### config.mk
export PLATFORM = sky130hd
export DESIGN_NAME = risc_id_ex_stage
export DESIGN_NICKNAME = d
export VERILOG_FILES = /design/src/rtl/risc_id_ex_stage.sv
export SDC_FILE = /design/constraint.sdc
export NUM_CORES = 1
export LEC_CHECK = 0
export BUFFER_PORTS_ARGS = -buffer_cell sky130_fd_sc_hd__buf_2
export CAP_MARGIN = 0
export CORE_ASPECT_RATIO = 0.7
export CORE_UTILIZATION = 35
export CTS_CLUSTER_SIZE = 16
export DETAILED_ROUTE_END_ITERATION = 10
export PLACE_DENSITY = 0.71
export SYNTH_ARGS = -nofsm -noshare
export SYNTH_HDL_FRONTEND = slang
export SYNTH_SLANG_ARGS = --single-unit
export TNS_END_PERCENT = 100
### constraint.sdc
create_clock -name clk -period 4 [get_ports clk]
set_clock_uncertainty 0.15 [all_clocks]
set_input_delay 0.2 -clock clk [delete_from_list [all_inputs] [get_ports clk]]
set_output_delay 0.2 -clock clk [all_outputs]
set_load 0.03 [all_outputs]
### src/rtl/risc_id_ex_stage.sv
// ID/EX pipeline register: forwards MEM/WB results onto the register-file
// read data, detects load-use hazards (stall + bubble), honours branch flush
// and execute back-pressure, and keeps a saturating count of hazard stalls.
module risc_id_ex_stage #(
  parameter int XLEN  = 32,
  parameter int CNT_W = 16
) (
  input  logic             clk,
  input  logic             rst,
  input  logic             id_valid,
  output logic             id_ready,
  input  logic [XLEN-1:0]  id_pc,
  input  logic [4:0]       id_rs1,
  input  logic [4:0]       id_rs2,
  input  logic [4:0]       id_rd,
  input  logic             id_regWrite,
  input  logic             id_memRead,
  input  logic [XLEN-1:0]  id_imm,
  input  logic [XLEN-1:0]  rf_rd1,
  input  logic [XLEN-1:0]  rf_rd2,
  input  logic [4:0]       mem_rd,
  input  logic             mem_regWrite,
  input  logic [XLEN-1:0]  mem_result,
  input  logic [4:0]       wb_rd,
  input  logic             wb_regWrite,
  input  logic [XLEN-1:0]  wb_result,
  input  logic             flush,
  input  logic             ex_ready,
  output logic             ex_valid,
  output logic [XLEN-1:0]  ex_pc,
  output logic [XLEN-1:0]  ex_op1,
  output logic [XLEN-1:0]  ex_op2,
  output logic [XLEN-1:0]  ex_imm,
  output logic [4:0]       ex_rd,
  output logic             ex_regWrite,
  output logic             ex_memRead,
  output logic             hazard_stall,
  output logic [CNT_W-1:0] stall_count
);

  localparam logic [CNT_W-1:0] CNT_MAX = '1;

  // x0 reads as zero; the younger MEM producer wins over WB, and WB covers
  // the case where the regfile is being written in this same cycle.
  function automatic logic [XLEN-1:0] fwdSel(
    input logic [4:0]      src,
    input logic [XLEN-1:0] rfVal,
    input logic            memRw,
    input logic [4:0]      memRd,
    input logic [XLEN-1:0] memRes,
    input logic            wbRw,
    input logic [4:0]      wbRd,
    input logic [XLEN-1:0] wbRes
  );
    if (src == 5'd0)                                  return '0;
    else if (memRw && memRd == src && memRd != 5'd0)  return memRes;
    else if (wbRw && wbRd == src && wbRd != 5'd0)     return wbRes;
    else                                              return rfVal;
  endfunction

  // Counter stops at all-ones instead of wrapping.
  function automatic logic [CNT_W-1:0] satInc(input logic [CNT_W-1:0] val);
    return (val == CNT_MAX) ? val : val + 1'b1;
  endfunction

  logic [XLEN-1:0] op1Sel;
  logic [XLEN-1:0] op2Sel;
  logic            exHold;

  // Forwarded operands, hazard detection and decode handshake
  always_comb begin
    op1Sel = fwdSel(id_rs1, rf_rd1, mem_regWrite, mem_rd, mem_result,
                    wb_regWrite, wb_rd, wb_result);
    op2Sel = fwdSel(id_rs2, rf_rd2, mem_regWrite, mem_rd, mem_result,
                    wb_regWrite, wb_rd, wb_result);
    hazard_stall = id_valid && ex_valid && ex_memRead && ex_regWrite &&
                   (ex_rd != 5'd0) && (ex_rd == id_rs1 || ex_rd == id_rs2);
    exHold   = ex_valid && !ex_ready;
    id_ready = !hazard_stall && (!ex_valid || ex_ready);
  end

  // ---- ID -> EX register boundary ----
  // Stage register: flush > back-pressure hold > bubble > capture > drain
  always_ff @(posedge clk or posedge rst) begin
    if (rst) begin
      ex_valid    <= 1'b0;
      ex_pc       <= '0;
      ex_op1      <= '0;
      ex_op2      <= '0;
      ex_imm      <= '0;
      ex_rd       <= '0;
      ex_regWrite <= 1'b0;
      ex_memRead  <= 1'b0;
    end else if (flush) begin
      ex_valid    <= 1'b0;
      ex_regWrite <= 1'b0;
      ex_memRead  <= 1'b0;
    end else if (exHold) begin
      ex_valid    <= ex_valid;
    end else if (hazard_stall) begin
      ex_valid    <= 1'b0;
      ex_regWrite <= 1'b0;
      ex_memRead  <= 1'b0;
    end else if (id_valid && id_ready) begin
      ex_valid    <= 1'b1;
      ex_pc       <= id_pc;
      ex_op1      <= op1Sel;
      ex_op2      <= op2Sel;
      ex_imm      <= id_imm;
      ex_rd       <= id_rd;
      ex_regWrite <= id_regWrite;
      ex_memRead  <= id_memRead;
    end else begin
      ex_valid    <= 1'b0;
      ex_regWrite <= 1'b0;
      ex_memRead  <= 1'b0;
    end
  end

  // Debug counter of load-use stall cycles not cancelled by a flush
  always_ff @(posedge clk or posedge rst) begin
    if (rst) begin
      stall_count <= '0;
    end else if (hazard_stall && !flush) begin
      stall_count <= satInc(stall_count);
    end
  end

endmodule

==> flow_summary.toml, run 1 <==
[cts]
cts_max_level = 4
clk_path_buf_depth = 2
cts_root_buf = "clkbuf_16"
cts_num_sinks = 152
insertion_delay_ps = 420
numCtsBuffers = 17
cts_tree = "done"
postCtsResizedCells = 0
clkTransAtPathRegs_ps = 70

[layout]
nFillCells = 1840
final_util_pct = 52.5
drive_gt1_share_pct = 46.5
fin_nets = 1302
final_area_mm2 = 0.0110
area_growth_pct = 46.0

[floorplanning]
die-area_mm2 = 0.0220
coreArea_mm2 = 0.0209
die_w_um = 177
rows = 44
start_util_pct = 36.0
io_pins = 380
fp.dieH_um = 125

[worst_setup_path]
critPathMaxFanout = 38
path_class = "register to register"
required_ps = 4140
startpoint_type = "register"
crit_path_cell_trace = "xor2_1 > nor3_1 > a22oi_1 > o21ai_4 > buf_4 > mux2_2"
slowest_stage = "o21ai_4"
critPathCaptureType = "register"
crit_family = "compound AO/OA/AOI/OAI gates"
crit_buf_inv = 1
cp.arrival_ps = 3180
max_stage_delay_ps = 750

[yosys]
ys_async_sr_fraction_pct = 100
ys_seq_elements = 152
synth_fp_nets = 863
synth_top_area_share_pct = 50.7
synth_top_area_cell = "dfrtp_1"
yosys-top-cells-area = "dfrtp_1 51%, mux2_2 11%, mux2i_1 8.5%, a22o_1 7.7%, a21oi_1 4.3%"
synth-edff-count = 0
synth_ff_type = "dfrtp_1"
syn-cell-area_mm2 = 0.00750
synthDistinctLibCells = 39
avgSynthCellArea_um2 = 11.8
synth_seq_area_share_pct = 50.7
yosysWarningCount = 0
synth_cells = 636

[hold_path]
min_path_type = "input port to register"

[sta]
tightest_slew_ps = 950
setup_viol = 0
fin_tns_setup_ps = 0
relSlewSlack_pct = 36.7
layout_min_cycle_time_ps = 3040
finalHoldViolCount = 0
rsz0062_at_grt = "no"
period_share_pct = 76.0
clock.fmax_mhz = 329
slew_violations = 0
worst_hold_slack_ps = 23.6

[grt]
track_usage_pct = 22.2
grt_max_degree = 153
grt_pass1_wl_mm = 37.9
antenna_found_initial = 3
grt-ovfl-total = 0
grt_pass1_vias = 7046

[run_status]
run_status = "completed"

[power]
p_leak_uw = 0.00526
p_per_area_mw_per_mm2 = 443
total_power_uw = 4860
ir_worst_vdd_v = 0.000319

[drt]
wl_per_cell_um = 17.8
first_iter_violations = 309
routed_wl_mm = 24.4
final_antenna_net_count = 0
num_vias = 6826
drtPass1Iterations = 4
drc = 0
viasPerCell = 4.99

[flow_run]
cap_violations = 0

[place]
dpl-instance-area_mm2 = 0.00963
dp.final_hpwl_mm = 17.0
place_congestion = 0.851
port-buffer-count = 379
-- cell families after synthesis --
family	Yosys count	synth area share, %
multiplexers	134	19.0
flip-flops	152	50.7
adder cells (fa/ha/maj)	1	0.167
AO/OA/AOI/OAI	139	13.1
XOR/XNOR	45	5.25
AND/OR/NAND/NOR	122	8.49
buffers and inverters	43	3.30
-- what timing repair did --
| item | in CTS | in global routing |
|---|---|---|
| hold buffers | 74 | 0 |
| hold endpoints to repair | 225 | 0 |
| buffers inserted | 0 | 0 |
-- cell usage after synthesis, types with 2 or more instances --
library cell / number
a21oi_2: 2
a22o_1: 66
clkbuf_1: 2
or4_1: 2
dfrtp_1: 152
nor3_1: 8
mux2i_1: 64
nor4_4: 2
buf_2: 30
buf_6: 6
o21ai_2: 2
inv_1: 2
nor2_1: 71
nor4_2: 5
nand4_1: 4
and2_1: 2
xnor2_1: 18
xor2_1: 27
a21oi_1: 64
and3_1: 3
mux2_2: 70
nand3_1: 9
buf_1: 2
nand4_2: 2
nand2_1: 6
and4_1: 2
-- placed cells by master, fill, tap and decap left out, types with 4 or more instances in the layout --
cell type / count
mux2i_1: 64
nand3_1: 9
nor3_1: 8
a21oi_1: 64
dlygate4sd3_1: 74
mux2_2: 70
xnor2_1: 18
nand4_1: 4
dfrtp_1: 152
xor2_1: 27
inv_6: 4
a22o_1: 66
clkbuf_16: 17
nor4_2: 5
nand2_1: 6
buf_4: 6
buf_2: 379
nor2_1: 71
-- where the power goes --
part	leakage, µW	switching (µW)	total, µW	internal, µW
logic	0.00312	868	1400	532
registers	0.00187	138	1900	1770
clock network	0.000276	715	1550	838
total	0.00526	1720	4860	3140
-- registers in the layout, summed over array words and instances (netlist names) --
signal	cells
ex_pc	32
stall_count	16
ex_op2	32
ex_valid	1
ex_memRead	1
ex_imm	32
ex_rd	5
ex_regWrite	1
ex_op1	32
-- path summary, 6_finish.rpt --
| path | slack (ps) | start | to | cells past startpoint |
|---|---|---|---|---|
| worst max register to register | 960 | ex_rd[0] | ex_pc[26] | 6 |
| worst max-delay path | 960 | ex_rd[0] | ex_pc[26] | 6 |
| worst min-delay path | 20 | mem_result[1] | ex_op2[1] | 4 |
| min in group asynchronous | 400 | rst | ex_op1[20] | 4 |
| max in group asynchronous | 2660 | rst | ex_op2[5] | 4 |
| worst min register to register | 350 | ex_op2[25] | ex_op2[25] | 1 |
-- metal layers --
metal | GRT usage, % | up-vias | share of wire [%] | routed length, µm
met1 | 26.2 | 3303 | 40 | 9660
met3 | 7.02 | 38 | 8.4 | 2040
li1 | - | 3190 | - | -
met4 | 7.81 | 0 | 2.2 | 546
met5 | 0 | - | 0 | 0
met2 | 37.7 | 295 | 50 | 12100
-- worst min-delay path, delay by kind of cell --
| family | cells | cell delay (ps) |
|---|---|---|
| AO/OA/AOI/OAI | 2 | 230 |
| buffers and inverters | 1 | 90 |
| AND/OR/NAND/NOR | 1 | 40 |
-- cell type report --
type | count | area (µm²) | share of cell area (%)
clock inverter | 14 | 131 | 1.20
clock buffer | 18 | 439 | 4.01
antenna | 3 | 7.51 | 0.0685
timing repair buffer | 461 | 2720 | 24.9
sequential | 152 | 3800 | 34.7
inverter | 2 | 11.3 | 0.103
tap | 276 | 345 | 3.15
multi-input combinational | 441 | 3490 | 31.9
-- per-stage QoR --
step	setup slack, ps	cells
after floorplan	1480	636
after global placement	1050	1258
after detailed placement	960	1258
after CTS	945	1364
after global routing	801	1367
final	960	1367
(Power assumes the default switching activity.)
==> inputs of run 2 (changes only) <==
Settings changed: ABC_AREA set to 1, PLACE_DENSITY 0.71 to 0.69.
Clock period 4 ns to 2.75 ns, I/O delays scaled along.
==> flow_summary.toml, run 2 <==
[grt]
track_usage_pct = 27.7
grt_pass1_wl_mm = 53.6
grt-ovfl-total = 0
grt_pass1_vias = 10300
antenna_found_initial = 2
grt_max_degree = 145

[sta]
layout_min_cycle_time_ps = 2630
setup_viol = 0
rsz0062_at_grt = "no"
worst_slack_ps = 123
finalHoldViolCount = 0
period_share_pct = 95.5
slew_violations = 0
clock.fmax_mhz = 381
relSlewSlack_pct = 61.3
fin_tns_setup_ps = 0
tightest_slew_ps = 581

[yosys]
yosysWarningCount = 0
synth_top_area_cell = "dfrtp_1"
synthDistinctLibCells = 32
synth_cells = 1159
synth_fp_nets = 1386
ys_async_sr_fraction_pct = 100
syn-cell-area_mm2 = 0.00836
avgSynthCellArea_um2 = 7.22
yosys.cell_count.top_type = "nand2_1"
synth_seq_area_share_pct = 45.5
synth-edff-count = 0
yosys-top-cells-area = "dfrtp_1 45%, nand2_1 19%, nand3_1 8.7%, inv_1 6.6%, o21ai_1 5.0%"
synth_top_area_share_pct = 45.5
synth_commonest_cells = "430 x nand2_1, 152 x dfrtp_1, 146 x inv_1"
ys_seq_elements = 152
synth_ff_type = "dfrtp_1"

[power]
netSwitchingPower_uw = 2710
switching_share_pct = 37.2
pwr-share-clk_pct = 31.5
p_seq_share_pct = 37.7
p_int_uw = 4560
total_power_uw = 7270
p_leak_uw = 0.00731
p_per_area_mw_per_mm2 = 550
ir_worst_vdd_v = 0.000413
p_comb_share_pct = 30.8

[run_status]
run_status = "completed"

[layout]
final_area_mm2 = 0.0132
drive_gt1_share_pct = 26.0
final_common_cell = "nand2_1"
seq_area_mm2 = 0.00380
nFillCells = 2097
multiInputGateArea_mm2 = 0.00359
area_growth_pct = 57.9
mostFrequentLayoutCells = "430 x nand2_1, 379 x buf_2, 217 x dlygate4sd3_1"
fin_nets = 1962

[worst_setup_path]
timing.rr.end = "ex_op2[13]"
critPathMaxFanout = 22
r2r_start = "ex_rd[0]"
slowest_stage = "dlygate4sd3_1"
crit_family = "buffers and inverters"
required_ps = 2960
crit_top_cell = "nand2_1"
startpoint_type = "input port"
path_class = "input port to register"
crit_path_cell_trace = "buf_2 > inv_1 > nand3_1 > nor2_1 > nor2_4 > nand2_1 > buf_4 > nand2_1 > nand3_1 > dlygate4sd3_1 > nand2_1 > dlygate4sd3_1 > o21ai_1"
r2r_cells = 10
max_stage_delay_ps = 570
regToRegSetupSlack_ps = 470
critPathCaptureType = "register"
cp.arrival_ps = 2840
crit_buf_inv = 5

[drt]
drc = 0
drtPass1Iterations = 8
routed_wl_mm = 33.6
num_vias = 10100
final_antenna_net_count = 0
first_iter_violations = 602
wl_per_cell_um = 16.3
viasPerCell = 4.92

[cts]
clkTransAtPathRegs_ps = 70
insertion_delay_ps = 440
cts_tree = "done"
post_cts_buffers = 0
cts_num_sinks = 152
cts_max_level = 4
clk_path_buf_depth = 2
cts_root_buf = "clkbuf_16"
numCtsBuffers = 17

[place]
place_congestion = 0.915
port-buffer-count = 379
dp.final_hpwl_mm = 22.0
pre_cts_slack_ps = 575
dpl-instance-area_mm2 = 0.0105

[floorplanning]
fp.dieH_um = 131
start_util_pct = 36.3
die_w_um = 187
rows = 46
io_pins = 380
coreArea_mm2 = 0.0230
die-area_mm2 = 0.0245

[hold_path]
whs_endpoint = "ex_op2[13]"
hold-path-cell-count = 5
min_path_type = "input port to register"
min_from = "wb_result[13]"

[flow_run]
cap_violations = 0
[run 2: cell count changes after synthesis, sizes merged, moves of 7 or more]
cell and delta:
nand3 +137, nor4 -7, clkbuf +7, a21oi -63, nand2 +427, nor2 -50
xor2 -20, buf +12, inv +151, mux2i -64, o21ai +139, a22o -66
mux2 -70
[run 2: per-stage QoR]
stage | hold WS [ps] | cells | util, %
floorplan | 117 | 1159 | -
global placement | -100 | 1811 | 45.5
detailed placement | -96.8 | 1811 | 45.5
CTS | 27.1 | 2060 | 57.4
global route | 63.9 | 2061 | 57.4
finish | 50.1 | 2061 | 57.4
[run 2: logic make-up (layout without fill, tap and decap cells)]
kind of cell / count (synthesis) / count (layout) / share of synthesized area, %
xor gates and xnor gates: 19 / 19 / 1.99
adders and majority gates: 1 / 1 / 0.150
other: 0 / 1 / 0
AOI/OAI and AO/OA: 150 / 150 / 9.29
and+or+nand+nor: 624 / 624 / 31.3
DFF: 152 / 152 / 45.5
buffers and inverters: 213 / 802 / 11.8
[run 2: worst max path at each step]
stage	startpoint	to	slack (ps)	depth (start not counted)
floorplan	rst	ex_imm[0]	550	1
finish	wb_rd[3]	ex_op1[28]	120	13
global placement	ex_rd[1]	ex_imm[25]	610	10
global route	wb_rd[3]	ex_op1[23]	10	13
detailed placement	ex_rd[0]	ex_pc[2]	570	9
CTS	wb_rd[4]	ex_op1[23]	170	13
[run 2: area by class of cell]
class	instances	share of cell area (%)
tap	312	2.96
inverter	153	4.39
timing repair buffer	617	32.4
clock buffer	18	3.25
multi-input combinational	794	27.2
clock inverter	14	1.03
sequential	152	28.8
antenna	1	0.0189
[run 2: repair_timing]
| action | CTS | global route |
|---|---|---|
| endpoints found under the hold margin | 289 | 0 |
| gates resized for setup | 0 | 0 |
| endpoints found under the setup margin | 0 | 0 |
| hold buffers | 217 | 0 |
[run 2: power groups by stage]
stage	Sequential [µW]	Clock, µW	Combinational, µW
after floorplan	3390	0	585
after global placement	2760	0	1920
after detailed placement	2770	0	1950
after CTS	2730	2350	2220
after global routing	2780	2440	2420
final	2740	2290	2240
[run 2: worst reg2reg max path: cells and delay by family (launching register included)]
family	cells	cell delay (ps)
AND/OR/NAND/NOR	8	1020
flip-flops	1	460
buffers and inverters	1	400
AO/OA/AOI/OAI	1	140
[run 2: per-layer routing]
metal,vias up,share of wire [%],GRT usage [%]
li1,4792,-,-
met1,4715,40,33.0
met2,542,47,45.9
met3,93,9.4,8.55
met4,2,3.2,12.2
met5,-,0.030,0
